`config.mk`:
```
export PLATFORM = sky130hd
export DESIGN_NAME = divider
export DESIGN_NICKNAME = d
export VERILOG_FILES = /design/src/rtl/div_pkg.sv /design/src/rtl/div_step.sv /design/src/rtl/divider.sv
export SDC_FILE = /design/constraint.sdc
export NUM_CORES = 1
export LEC_CHECK = 0
export BUFFER_PORTS_ARGS = -buffer_cell sky130_fd_sc_hd__buf_2
export CORE_AREA = 2 2 172 123
export DETAILED_ROUTE_END_ITERATION = 6
export DIE_AREA = 0 0 174 125
export PLACE_DENSITY_LB_ADDON = 0.25
export SLEW_MARGIN = 20
export SYNTH_ARGS = -nofsm -noshare
export SYNTH_HDL_FRONTEND = slang
export SYNTH_HIERARCHICAL = 1
export SYNTH_SLANG_ARGS = --single-unit
```
`constraint.sdc`:
```
create_clock -name clock -period 4.9 [get_ports clock]
set_input_delay 0.245 -clock clock [delete_from_list [all_inputs] [get_ports clock]]
set_output_delay 0.245 -clock clock [all_outputs]
set_load 0.05 [all_outputs]
```
`src/rtl/div_pkg.sv`:
```
// div_pkg: shared types and constants for the iterative divider
package div_pkg;
   typedef enum logic [1:0] {IDLE, RUN, DONE} state_t;
   localparam int WIDTH = 32;
   localparam int CNT_W = 6;
   localparam int LAST = WIDTH - 1;
   function automatic logic [WIDTH-1:0] neg(input logic [WIDTH-1:0] x);
      return ~x + 1'b1;
   endfunction
endpackage

```
`src/rtl/div_step.sv`:
```
// div_step: one radix-2 restoring division iteration
module div_step #(
   parameter int WIDTH = 32
) (
   input  logic [WIDTH:0]   r,
   input  logic             msb,
   input  logic [WIDTH-1:0] b,
   output logic [WIDTH:0]   r_next,
   output logic             q_bit
);
   logic [WIDTH+1:0] trial;
   always_comb begin
      trial  = {r, msb} - {2'b00, b};
      q_bit  = ~trial[WIDTH+1];
      r_next = q_bit ? trial[WIDTH:0] : {r[WIDTH-1:0], msb};
   end
endmodule

```
`src/rtl/divider.sv`:
```
// divider: multicycle signed divider, magnitude restoring division then sign fix
module divider
   import div_pkg::*;
#(
   parameter int WIDTH = div_pkg::WIDTH,
   parameter int CNT_W = div_pkg::CNT_W
) (
   input  logic             clock,
   input  logic             reset_n,
   input  logic [WIDTH-1:0] data_operandA,
   input  logic [WIDTH-1:0] data_operandB,
   input  logic             ctrl_DIV,
   output logic [WIDTH-1:0] data_result,
   output logic             data_exception,
   output logic             data_resultRDY
);
   state_t           state, state_n;
   logic [CNT_W-1:0] cnt;
   logic [WIDTH:0]   r, r_n;
   logic [WIDTH-1:0] q, b_abs, q_fin;
   logic             sign, zero, q_bit, last;

   div_step #(.WIDTH(WIDTH)) u_step (
      .r(r), .msb(q[WIDTH-1]), .b(b_abs), .r_next(r_n), .q_bit(q_bit)
   );

   // a new start pulse always wins, aborting any operation in flight
   always_comb begin
      last    = state == RUN && cnt == CNT_W'(LAST);
      q_fin   = {q[WIDTH-2:0], q_bit};
      state_n = ctrl_DIV ? RUN : last ? DONE : state == DONE ? IDLE : state;
   end

   always_ff @(posedge clock or negedge reset_n) begin
      if (!reset_n) begin
         state          <= IDLE;
         cnt            <= '0;
         r              <= '0;
         q              <= '0;
         b_abs          <= '0;
         sign           <= 1'b0;
         zero           <= 1'b0;
         data_result    <= '0;
         data_exception <= 1'b0;
         data_resultRDY <= 1'b0;
      end else begin
         state          <= state_n;
         data_resultRDY <= 1'b0;
         if (ctrl_DIV) begin
            q              <= data_operandA[WIDTH-1] ? neg(data_operandA) : data_operandA;
            b_abs          <= data_operandB[WIDTH-1] ? neg(data_operandB) : data_operandB;
            sign           <= data_operandA[WIDTH-1] ^ data_operandB[WIDTH-1];
            zero           <= data_operandB == '0;
            r              <= '0;
            cnt            <= '0;
            data_result    <= '0;
            data_exception <= 1'b0;
         end else if (state == RUN) begin
            r   <= r_n;
            q   <= q_fin;
            cnt <= cnt + 1'b1;
            if (last) begin
               data_result    <= zero ? '0 : sign ? neg(q_fin) : q_fin;
               data_exception <= zero;
               data_resultRDY <= 1'b1;
            end
         end
      end
   end
endmodule

```
# Word-level counts from Yosys, hierarchy flattened
# Cells that the tools add are included.
dict set report op_classes {
  reduce_logical 6
  n_bitwise 5
  n_addsub 5
  mux 23
  eq_ne 3
}
# cell n
set ops {}
lappend ops {{2-to-1 mux 32 bit} 9}
lappend ops {{2-to-1 mux 33 bit} 3}
lappend ops {{adder 32 x 1 -> 32 bit (second input constant)} 3}
lappend ops {{inverter 32 bit} 3}
lappend ops {{subtractor 34 x 32 -> 34 bit} 1}
lappend ops {{zero test 32 bit} 1}
lappend ops {{2-to-1 mux 6 bit} 2}
lappend ops {{adder 6 x 1 -> 6 bit (second input constant)} 1}
lappend ops {{== test 6 x 5 -> 1 bit (second input constant)} 1}
lappend ops {{2-to-1 mux 1 bit} 6}
lappend ops {{2-to-1 mux 2 bit} 3}
lappend ops {{nonzero test 2 bit} 2}
lappend ops {{nonzero test 3 bit} 1}
lappend ops {{== test 2 x 1 -> 1 bit (second input constant)} 1}
lappend ops {{== test 2 bit (second input constant)} 1}
lappend ops {{AND reduction 2 bit} 1}
lappend ops {{logical AND 1 bit} 1}
lappend ops {{inverter 1 bit} 1}
lappend ops {{XOR 1 bit} 1}
dict set report word_totals {
  out_inout_bits 34
  wordCells 52
  regBits 141
  inputBits 67
}

# Depth between registers and ports, before layout
dict set report depth {
  ltp_word 9
  ltp_mapped 18
  ltp_nobuf 17
}

# Cells and area by module
# Netlist, hierarchy kept.
# module seq_area_each_um2 n_inst area_each_um2 cells_per_inst
set by_module_without_submodules {}
lappend by_module_without_submodules {divider 3528.4 1 7770.0 856}
lappend by_module_without_submodules {div_step 0.0 1 2170.8 328}

# Worst setup path after synthesis
# Ideal clock, no wire load.
dict set report synth_timing {
  kind {register to register}
  from {reg r[7]}
  to {reg data_result[28]}
  setup_slack_ps 1132
  period_less_slack_ps 3768
  n_path_buf 0
  arrival_ps 3652
  path_stages_with_launch 17
  setup_time_ps 116
  required_ps 4784
  cell_sequence {dfrtp_1 -> ha_1 -> and3_1 -> or3b_1 -> a211oi_2 -> o31ai_1 -> and3_4 -> o31a_4 -> xor2_4 -> inv_2 -> inv_1 -> ha_1 -> nor2b_1 -> nand4_1 -> nor4_1 -> mux2_2 -> o311ai_0}
}
dict set report synth_via {
  elab_chain_cells 9
}
# element line_no
set synth_rtl {}
lappend synth_rtl {{from (decl)} divider.sv:19} ;# logic [WIDTH:0] r, r_n;
lappend synth_rtl {{from (signal assigned)} divider.sv:59} ;# r <= r_n;
lappend synth_rtl {{subtractor 34 x 32 -> 34 bit} div_step.sv:13} ;# trial = {r, msb} - {2'b00, b};
lappend synth_rtl {{inverter 1 bit} div_step.sv:14} ;# q_bit = ~trial[WIDTH+1];
lappend synth_rtl {{net q_bit} divider.sv:21} ;# logic sign, zero, q_bit, last;
lappend synth_rtl {{inverter 32 bit} div_pkg.sv:8} ;# return ~x + 1'b1;
lappend synth_rtl {{adder 32 x 1 -> 32 bit} div_pkg.sv:8}
lappend synth_rtl {{2-to-1 mux 32 bit (2 in a row)} divider.sv:63} ;# data_result <= zero ? '0 : sign ? neg(q_fin) : q_fin;
lappend synth_rtl {{2-to-1 mux 32 bit} divider.sv:62} ;# if (last) begin
lappend synth_rtl {{2-to-1 mux 32 bit} divider.sv:58} ;# end else if (state == RUN) begin
lappend synth_rtl {{2-to-1 mux 32 bit} divider.sv:49} ;# if (ctrl_DIV) begin
lappend synth_rtl {{to (signal assigned)} divider.sv:63}
lappend synth_rtl {{to (decl)} divider.sv:13} ;# output logic [WIDTH-1:0] data_result,
# The timed path passes the listed nets, and every way through them passes these cells. The select of a mux whose other input is x is not followed.
# A chain may end at the register's enable or synchronous reset.

# Final worst setup path
dict set report layout_timing {
  from {reg r[11]}
  to {reg data_result[28]}
}
# Same word-level chain as after synthesis.

==> impl_metrics.env <==
export IMPL_antenna_left=0
export IMPL_clockRootBuffer="clkbuf_16"
export IMPL_post_drt_wl_per_cell_um=17.5
export IMPL_required_ps=5200
export IMPL_numCtsBuffers=17
export IMPL_grt_max_degree=95
export IMPL_ys_seq_area_frac=0.355
export IMPL_status="complete, no violations"
export IMPL_ir_drop_mv=0.384
export IMPL_mappedNetlistNets=1288
export IMPL_drtIter0Drc=984
export IMPL_hold_violations=0
export IMPL_ys_types=68
export IMPL_drcViolationCount=0
export IMPL_initial_core_util=0.491
export IMPL_rows=44
export IMPL_clk_latency_ps=440
export IMPL_vias=8919
export IMPL_r2r_setup_slack_ps=710
export IMPL_n_antenna_cell=0
export IMPL_place_gp_congestion=0.890
export IMPL_hp_class="primary input to flop"
export IMPL_grtUsageTotal=0.251
export IMPL_antenna_found_initial=0
export IMPL_io_buffers=100
export IMPL_synth_area_um2=9940
export IMPL_clk_pin_slew_ps=60
export IMPL_synth_enable_flop_cells=0
export IMPL_cts_sinks=141
export IMPL_die_w_um=174
export IMPL_cts_max_level=4
export IMPL_overflow=0
export IMPL_rsz0062_at_grt="false"
export IMPL_syn_inst=1184
export IMPL_first_global_vias=7800
export IMPL_postCtsSetupRepairBufs=0
export IMPL_r2r_cells=16
export IMPL_crit_type="flop to flop"
export IMPL_hold_depth=2
export IMPL_nets=1348
export IMPL_cts_tree="built"
export IMPL_drive_gt1_frac=0.150
export IMPL_coreArea_um2=20300
export IMPL_fin_tns_setup_ps=0
export IMPL_dp_hpwl_mm=19.0
export IMPL_start_kind="flop"
export IMPL_synthArstFlopShare=1.00
export IMPL_cts_path_max_buffers=2
export IMPL_worst_pin_slew_ps=1000
export IMPL_first_pass_iters=5
export IMPL_cp_arrival_ps=4500
export IMPL_post_cts_resized=0
export IMPL_fin_skew_ps=17.1
export IMPL_synth_flop_cell="dfrtp_1"
export IMPL_fill_cells=1915
export IMPL_post_route_util=0.556
export IMPL_min_period_ps=4190
export IMPL_holdWs_ps=103
export IMPL_ys_ff_latch=141
export IMPL_cap_viol_max_count=0
export IMPL_pin_count=101
export IMPL_die_area_um2=21800
export IMPL_p_leak_nw=5.09
export IMPL_min_period_over_period=0.856
export IMPL_worstPathMaxFanout=10
export IMPL_via_per_inst=5.82
export IMPL_syn2layout_area_growth_pct=13.2
export IMPL_routed_wl_mm=26.8
export IMPL_syn_area_per_cell_um2=8.40
export IMPL_slew_violations=0
export IMPL_die_h_um=125
export IMPL_power_density_nw_per_um2=402
export IMPL_setup_viol=0
export IMPL_endpoint_kind="flop"
export IMPL_slew_headroom=0.332
export IMPL_grt_pass1_wl_mm=43.3
export IMPL_clock_fmax_mhz=238
export IMPL_ys_warn_count=6
-- metrics by stage --
| step | instance area [um2] | std cells | setup slack (ps) | power (mW) |
|---|---|---|---|---|
| CTS | 11300 | 1532 | 759 | 4.52 |
| floorplan | 9940 | 1184 | 1130 | 2.65 |
| global route | 11300 | 1532 | 510 | 4.80 |
| global placement | 10600 | 1500 | 971 | 3.05 |
| detailed placement | 10600 | 1500 | 873 | 3.08 |
| finish | 11300 | 1532 | 706 | 4.52 |
-- what timing repair did --
item | in CTS | in global routing
endpoints found under the hold margin | 93 | 0
setup endpoints to repair | 0 | 0
hold buffers | 1 | 0
-- registers in the layout (all words and copies together), names as in the netlist --
register	flops
data_exception	1
cnt	6
r	33
data_result	32
zero	1
q	32
sign	1
data_resultRDY	1
state	2
b_abs	32
-- cell usage after synthesis, types with 10 or more instances --
| master | count | area, um2 |
|---|---|---|
| o41ai_1 | 13 | 114 |
| nor2b_1 | 10 | 62.6 |
| xor2_1 | 83 | 727 |
| a21o_1 | 26 | 195 |
| buf_1 | 10 | 37.5 |
| mux2_2 | 11 | 124 |
| a21oi_1 | 118 | 591 |
| nand4_1 | 15 | 93.8 |
| a211oi_1 | 26 | 195 |
| ha_1 | 36 | 450 |
| o31ai_1 | 28 | 210 |
| nor4_1 | 12 | 75.1 |
| nand3_1 | 13 | 65.1 |
| nand2_1 | 183 | 687 |
| nor2_1 | 68 | 255 |
| nor3_1 | 15 | 75.1 |
| or3_1 | 19 | 119 |
| mux2i_1 | 13 | 130 |
| xnor2_1 | 32 | 280 |
| o21ai_0 | 86 | 430 |
| clkbuf_1 | 54 | 203 |
| o41ai_2 | 13 | 211 |
| dfrtp_1 | 141 | 3530 |
| and2_1 | 18 | 113 |
| inv_1 | 52 | 195 |
-- kinds of logic (layout without fill, tap and decap cells) --
family / count (synthesis) / in the layout / synth area share
simple gates: 384 / 384 / 0.180
compound gates: 360 / 360 / 0.240
flops: 141 / 141 / 0.355
buf+inv: 122 / 194 / 0.0480
xor+xnor: 116 / 116 / 0.104
fa+ha+maj: 37 / 37 / 0.0473
mux: 24 / 24 / 0.0256
-- placed cells by master, fill, tap and decap left out, drive strengths merged, types with 10 or more instances in the layout --
cell    synthesis  layout
o41ai          26      26
nor3           15      15
nor4           13      13
nor2           68      68
nor2b          10      10
nand3          13      13
mux2           11      11
inv            53      57
nand2         183     183
or3            20      20
xor2           84      84
dfrtp         141     141
and2           18      18
a21oi         118     118
clkbuf         55      20
mux2i          13      13
a21o           26      26
ha             36      36
o31ai          29      29
xnor2          32      32
nand4          15      15
a211oi         27      27
o21ai          96      96
buf            14     109
-- cell type report --
| cell class | instances | area, um2 | share of cell area |
|---|---|---|---|
| Sequential cell | 141 | 3530 | 0.314 |
| Multi-Input combinational cell | 921 | 5950 | 0.529 |
| Clock buffer | 20 | 467 | 0.0415 |
| Timing Repair Buffer | 110 | 587 | 0.0521 |
| Clock inverter | 11 | 180 | 0.0160 |
| Inverter | 53 | 199 | 0.0177 |
| Tap cell | 276 | 345 | 0.0307 |
-- final timing paths --
kind                                        from         endpoint
worst max-delay path                       r[11]  data_result[28]
worst min-delay path            data_operandB[0]         b_abs[0]
worst max register to register             r[11]  data_result[28]
worst min register to register   data_result[14]  data_result[14]
max in group asynchronous                reset_n            r[19]
min in group asynchronous                reset_n         b_abs[3]
-- critical path, cell delays in order, from the launching register on --
cell and delay, ps:
dfrtp_1 390, ha_1 420, nand4_1 160, or3b_1 430, a211oi_2 320, o31ai_1 120
and3_4 210, o31a_4 300, xor2_4 140, inv_2 120, inv_1 100, ha_1 290
nor2b_1 160, nand4_1 130, nor4_1 300, mux2_2 380, o311ai_0 80
-- routing by layer --
| metal | global-route usage | vias to the layer above | wire (um) |
|---|---|---|---|
| met5 | 0 | - | 0 |
| met4 | 0.0514 | 0 | 309 |
| met3 | 0.0642 | 31 | 2660 |
| met2 | 0.290 | 377 | 9480 |
| met1 | 0.439 | 4176 | 14400 |
| li1 | - | 4335 | - |
-- report_power, final --
part	internal, mW	switching, mW
clock network	0.898	0.523
registers	1.31	0.162
logic	0.638	0.995
No activity file was read; power rests on OpenSTA's default activity.
